### config.mk
export PLATFORM = sky130hd
export DESIGN_NAME = mem_arbiter
export DESIGN_NICKNAME = d
export VERILOG_FILES = /design/src/rtl/mem_arbiter.sv
export SDC_FILE = /design/constraint.sdc
export NUM_CORES = 1
export LEC_CHECK = 0
export ABC_AREA = 1
export BUFFER_PORTS_ARGS = -buffer_cell sky130_fd_sc_hd__buf_4
export CAP_MARGIN = 10
export CORE_AREA = 2 2 104 106
export CTS_CLUSTER_SIZE = 20
export DETAILED_ROUTE_END_ITERATION = 8
export DIE_AREA = 0 0 106 108
export SLEW_MARGIN = 10
export SYNTH_ARGS = -nofsm -noshare
export SYNTH_HDL_FRONTEND = slang
export SYNTH_SLANG_ARGS = --single-unit
### constraint.sdc
create_clock -name CLK -period 1.8 [get_ports CLK]
set_clock_uncertainty 0.05 [all_clocks]
set_input_delay 0.27 -clock CLK [delete_from_list [all_inputs] [get_ports CLK]]
set_output_delay 0.27 -clock CLK [all_outputs]
set_load 0.05 [all_outputs]
### src/rtl/mem_arbiter.sv
// Round-robin icache/dcache arbiter onto a single-ported RAM; grant 1 cycle after request, ack in first ACCESS cycle.
// Backpressure: the unserved cache sees wait=1 and holds its request; a RAM ERROR or timeout aborts with a bus_err pulse.
module mem_arbiter #(
  parameter int WORD_W  = 32,
  parameter int TIMEOUT = 64
) (
  input  logic              CLK,
  input  logic              nRST,
  input  logic              iREN,
  input  logic [WORD_W-1:0] iaddr,
  output logic              iwait,
  output logic [WORD_W-1:0] iload,
  input  logic              dREN,
  input  logic              dWEN,
  input  logic [WORD_W-1:0] daddr,
  input  logic [WORD_W-1:0] dstore,
  output logic              dwait,
  output logic [WORD_W-1:0] dload,
  output logic              ramREN,
  output logic              ramWEN,
  output logic [WORD_W-1:0] ramaddr,
  output logic [WORD_W-1:0] ramstore,
  input  logic [WORD_W-1:0] ramload,
  input  logic [1:0]        ramstate,
  output logic              bus_err
);

  typedef enum logic [1:0] {IDLE, ISERVE, DSERVE} state_t;
  typedef enum logic {GRANT_I, GRANT_D} grant_t;

  localparam logic [1:0] RAM_ACCESS = 2'd2;
  localparam logic [1:0] RAM_ERROR  = 2'd3;
  localparam int CNT_W = $clog2(TIMEOUT + 1);
  localparam logic [CNT_W-1:0] CNT_LAST = CNT_W'(TIMEOUT - 1);

  state_t           state, state_n;
  grant_t           last_grant, last_grant_n;
  logic [CNT_W-1:0] cnt, cnt_n;
  logic             dreq, req_held, is_i;

  assign dreq = dREN | dWEN;

  always_ff @(posedge CLK or negedge nRST) begin
    if (!nRST) begin
      state      <= IDLE;
      last_grant <= GRANT_I;
      cnt        <= '0;
    end else begin
      state      <= state_n;
      last_grant <= last_grant_n;
      cnt        <= cnt_n;
    end
  end

  always_comb begin
    state_n      = state;
    last_grant_n = last_grant;
    cnt_n        = cnt;
    iwait        = 1'b1;
    dwait        = 1'b1;
    iload        = '0;
    dload        = '0;
    ramREN       = 1'b0;
    ramWEN       = 1'b0;
    ramaddr      = '0;
    ramstore     = '0;
    bus_err      = 1'b0;
    is_i         = (state == ISERVE);
    req_held     = is_i ? iREN : dreq;

    case (state)
      IDLE: begin
        cnt_n = '0;
        if (iREN && dreq)
          state_n = (last_grant == GRANT_I) ? DSERVE : ISERVE;
        else if (iREN)
          state_n = ISERVE;
        else if (dreq)
          state_n = DSERVE;
      end
      ISERVE, DSERVE: begin
        if (is_i) begin
          ramREN  = 1'b1;
          ramaddr = iaddr;
        end else begin
          // a write takes precedence over a simultaneous read request
          ramWEN   = dWEN;
          ramREN   = ~dWEN;
          ramstore = dWEN ? dstore : '0;
          ramaddr  = daddr;
        end

        if (!req_held) begin
          state_n = IDLE;
        end else if (ramstate == RAM_ACCESS) begin
          if (is_i) begin
            iwait        = 1'b0;
            iload        = ramload;
            last_grant_n = GRANT_I;
          end else begin
            dwait        = 1'b0;
            dload        = dWEN ? '0 : ramload;
            last_grant_n = GRANT_D;
          end
          state_n = IDLE;
        end else if (ramstate == RAM_ERROR || cnt == CNT_LAST) begin
          // abort; the cache keeps its request up and is re-granted from IDLE
          bus_err = 1'b1;
          state_n = IDLE;
        end else begin
          cnt_n = cnt + 1'b1;
        end
      end
      default: state_n = IDLE;
    endcase
  end

endmodule
==> After elaboration in Yosys (flattened, before gate mapping) <==
Cells that the tools add are included.
{ "word_totals": {"output_inout_bits": 133, "ram_bits": 0, "latchBits": 0, "elab_cells": 67, "ff_bits": 10, "rom_bits": 0, "memories": 0} }
{ "classes": {"muxes": 43, "n_mul": 0, "reduce_logical": 8, "n_shift": 0, "addsub": 1, "bitwise": 2, "magnitude_cmp": 0, "div_mod_pow": 0, "eq_ne": 10} }
{ "ops": {"columns": ["operator", "n"], "rows": [
  ["$mux W32", 14],
  ["$mux W7", 3],
  ["$mux W1", 17],
  ["$mux W2", 7],
  ["$pmux W7 S2", 1],
  ["$ne A4 B4 Y1 const B", 2],
  ["$add A7 B1 Y7 const B", 1],
  ["$eq A7 B6 Y1 const B", 1],
  ["$eq A2 B2 Y1 const B", 3],
  ["$ne A2 B2 Y1 const B", 3],
  ["$pmux W2 S2", 1],
  ["$reduce_and A4 Y1", 1],
  ["$reduce_and A3 Y1", 1],
  ["$eq A2 B1 Y1 const B", 1],
  ["$logic_not A2 Y1", 1],
  ["$reduce_and A2 Y1", 1],
  ["$reduce_bool A2 Y1", 1],
  ["$reduce_or A2 Y1", 1],
  ["$logic_and A1 B1 Y1", 1],
  ["$logic_or A1 B1 Y1", 1],
  ["$not A1 Y1", 1],
  ["$or A1 B1 Y1", 1]
]} }

==> Logic depth before layout (Yosys ltp) <==
{ "depth": {"word_depth": 6, "mapped_depth": 11} }

==> Least setup slack after synthesis <==
Ideal clock, no wire load.
{ "synth_timing": {"path_type": "reg2out", "from": "register state[0]", "to": "output ramstore[10]", "arrival_ps": 3109, "required_time_ps": 1480, "path_stages_with_launch": 8, "slack_ps": -1629, "path_cell_list": "dfrtp_1 > inv_1 > ha_1 > inv_1 > nor3_1 > inv_1 > clkbuf_1 > nor2_1"} }
{ "synth_between": {"elab_chain_cells": 3, "word_cells_on_any_way": 5} }
{ "synth_rtl": {"columns": ["item", "line_no", "source"], "rows": [
  ["start: declaration", "36", "state_t state, state_n;"],
  ["start signal: assignment", "49", "state <= state_n;"],
  ["$eq A2 B1 Y1 or $eq A2 B2 Y1 (tied branches)", "68, 71", null],
  ["$mux W32 or $reduce_or A2 Y1 (tied branches)", "82, 71", null],
  ["$mux W32 *", "71", "case (state)"],
  ["end: declaration", "22", "output logic [WORD_W-1:0] ramstore,"]
]} }
Every way passes the cells marked *; elsewhere a longest branch is shown, timed or not.

==> Worst setup path in the final report <==
{ "layout_timing": {"from": "register state[0]", "to": "output iload[14]"} }
{ "layout_between": {"elab_chain_cells": 5, "word_cells_on_any_way": 8} }
{ "layout_rtl": {"columns": ["item", "line_no", "source"], "rows": [
  ["$eq A2 B1 Y1", "68, 71", null],
  ["$mux W32", "96", "if (is_i) begin"],
  ["$mux W32", "95", "end else if (ramstate == RAM_ACCESS) begin"],
  ["$mux W32", "93", "if (!req_held) begin"],
  ["$mux W32 *", "71", null],
  ["end: declaration", "12", "output logic [WORD_W-1:0] iload,"]
]} }
Marked as above.

==> impl_metrics.yaml <==
placement:
  io_buffer_count: 267
  place.gp.congestion: 0.8550
  dp_cells: 782
  pre_cts_ws_ns: -0.2600
  hpwl_mm: 8.535
final_layout:
  final_util_pct: 64.46
  fin_cells: 812
  drive_above_1_share_pct: 76.33
  syn_to_final_growth_pct: 255.2
  n_antenna_cell: 0
  fillers: 795
  layout_common_cells: "155 x buf_4, 129 x nor2_4, 114 x buf_6, 73 x inv_1, 33 x nor2_2"
  final_common_cell: "buf_4"
  nets: 815
sta:
  worst_slack_ns: -0.5080
  rsz0062_at_grt: "true"
  holdWs_ns: 0.3441
  fmax_ghz: 0.4333
  finalSetupTns_ns: -51.15
  setup_violations: 133
  tightestPinTransition_ns: 0.2792
  hold_violations: 0
  period_needed_ns: 2.308
  fin_crit_sh_pct: 128.2
  drv_slew: 0
  slew-limit-headroom_pct: 81.33
clock_tree:
  clk_latency_ns: 0.24
  ctsRootBufferMaster: "clkbuf_8"
  cts_tree: "done"
  cts_buffer_depth: 2
  htree_levels: 1
  clk_pin_slew_ns: 0.05
  numCtsBuffers: 3
  numClockSinks: 10
worst_setup_path:
  cp.arrival_ns: 1.99
  cp.required_ns: 1.48
  worst-setup-path-type: "flip-flop to primary output"
  setup.worst_path.end_class: "primary output"
  critPathLaunchType: "flip-flop"
  path_max_fanout: 7
power:
  vdd_drop_max_mv: 1.659
  p_leak_uw: 0.003123
  power_density_mw_per_mm2: 1688
routing:
  viasPerCell: 4.303
  drc: 0
  ant_nets: 0
  routedWlPerCell_um: 15.57
  vias: 3494
  finalWirelength_mm: 12.65
  drtIter0Drc: 117
  dr.pass1.iters: 4
grt:
  grt_overflow: 0
  antenna_found_initial: 0
  grt_max_degree: 33
  grt_usage_pct: 19.16
  grt_pass1_vias: 3612
  grt_pass1_wl_mm: 17.69
synth:
  seq_area_frac_synth_pct: 13.48
  ys_ff_latch: 10
  syn_avg_cell_area_sq_um: 4.965
  syn_inst: 374
  synth_nets: 512
  yosys_warnings: 0
  synth_area_sq_mm: 0.001857
  synth_cell_types: 22
floorplan:
  ios: 268
  die_w_um: 106
  dieArea_sq_mm: 0.01145
  initial_core_util_pct: 18.15
  rows: 37
  die_h_um: 108
  core-area_sq_mm: 0.01023
worst_hold_path:
  min_path_type: "input pin to async pin"
outcome:
  status: "finished, violations left"
  failed_checks: "setup timing"
job:
  cap_violations: 0
## sequential cells by signal, indices dropped and copies added (netlist names)
register / count
cnt: 7
state: 2
last_grant: 1
## metal layers
layer | global-route usage, % | vias up | wire length, um
li1 | - | 1696 | -
met1 | 18.51 | 1579 | 4161
met2 | 38.76 | 194 | 7121
met3 | 4.461 | 25 | 984
met4 | 7.801 | 0 | 378
met5 | 0 | - | 0
## where the power goes
group	switching, uW	total [uW]	internal, uW
clock	95.2	288	193
combinational	6200	10500	4310
sequential	41.7	326	285
total	6340	11100	4790
## timing repair
| item | CTS | global route |
|---|---|---|
| setup endpoints to repair | 142 | 142 |
| hold endpoints to repair | 10 | 0 |
| pin swaps | 24 | 8 |
| setup buffers | 11 | 4 |
| hold buffers | 1 | 0 |
| cloned | 6 | 7 |
| resized for setup | 279 | 50 |
## cell families after synthesis
family	count (synthesis)	synth area share, %
buf+inv	99	21.70
compound gates	36	9.703
flops	10	13.48
simple gates	223	51.69
fa+ha+maj	3	2.022
xor+xnor	3	1.415
## synthesized netlist by cell type
cell type  number  area [sq um]
xor2_1          3         26.28
nor3_4          1         16.27
nor2_1        139         521.8
a21oi_1         2         10.01
o21ai_0        34         170.2
clkinv_1        1         3.750
buf_6           3         33.78
and2_1          1         6.260
clkbuf_1       12         45.04
or2_1           1         6.260
nor3_1          1         5.000
nand2_1        33         123.9
ha_1            3         37.54
nand3_1        14         70.07
inv_1          78         292.8
dfrtp_1        10         250.2
buf_2           4         20.02
nand4_1         1         6.260
buf_4           1         7.510
nand3_2         1         10.01
nand2_2         1         6.260
nor2_2         30         187.7
## metrics by stage
| step | power, uW | area (sq um) |
|---|---|---|
| after detailed placement | 8039 | 4951 |
| after global routing | 11600 | 6595 |
| after global placement | 7983 | 4951 |
| after CTS | 10660 | 6231 |
| after floorplan | 5824 | 2695 |
| final | 11130 | 6595 |
## final cells by class
cell class                 instances  area (sq um)  share of cell area, %
multi-input combinational        265          2415                  36.62
clock buffer                       4         55.05                 0.8348
inverter                          79         314.1                  4.762
sequential                        10         250.2                  3.794
tap                              136         170.2                  2.580
timing repair buffer             318          3391                  51.41
## final timing paths
path | start | endpoint | slack, ns | cells after the start
max in group asynchronous | nRST | cnt[3] | 1.21 | 2
hold / removal | nRST | cnt[6] | 0.34 | 2
min in group CLK | dREN | state[0] | 0.40 | 5
setup / recovery | state[0] | iload[14] | -0.51 | 9
hold reg to reg | cnt[6] | cnt[6] | 0.49 | 2
setup reg to reg | state[0] | cnt[3] | 0.06 | 12
## worst max-delay path: stages (launching register included)
cell and delay [ns]:
dfrtp_1 0.39, buf_6 0.13, ha_4 0.17, nand2_4 0.07, nand2_4 0.06, nor3_4 0.23
nand2_4 0.19, buf_16 0.20, nor2_4 0.14, buf_8 0.15
Power figures use the tool's default switching activity.
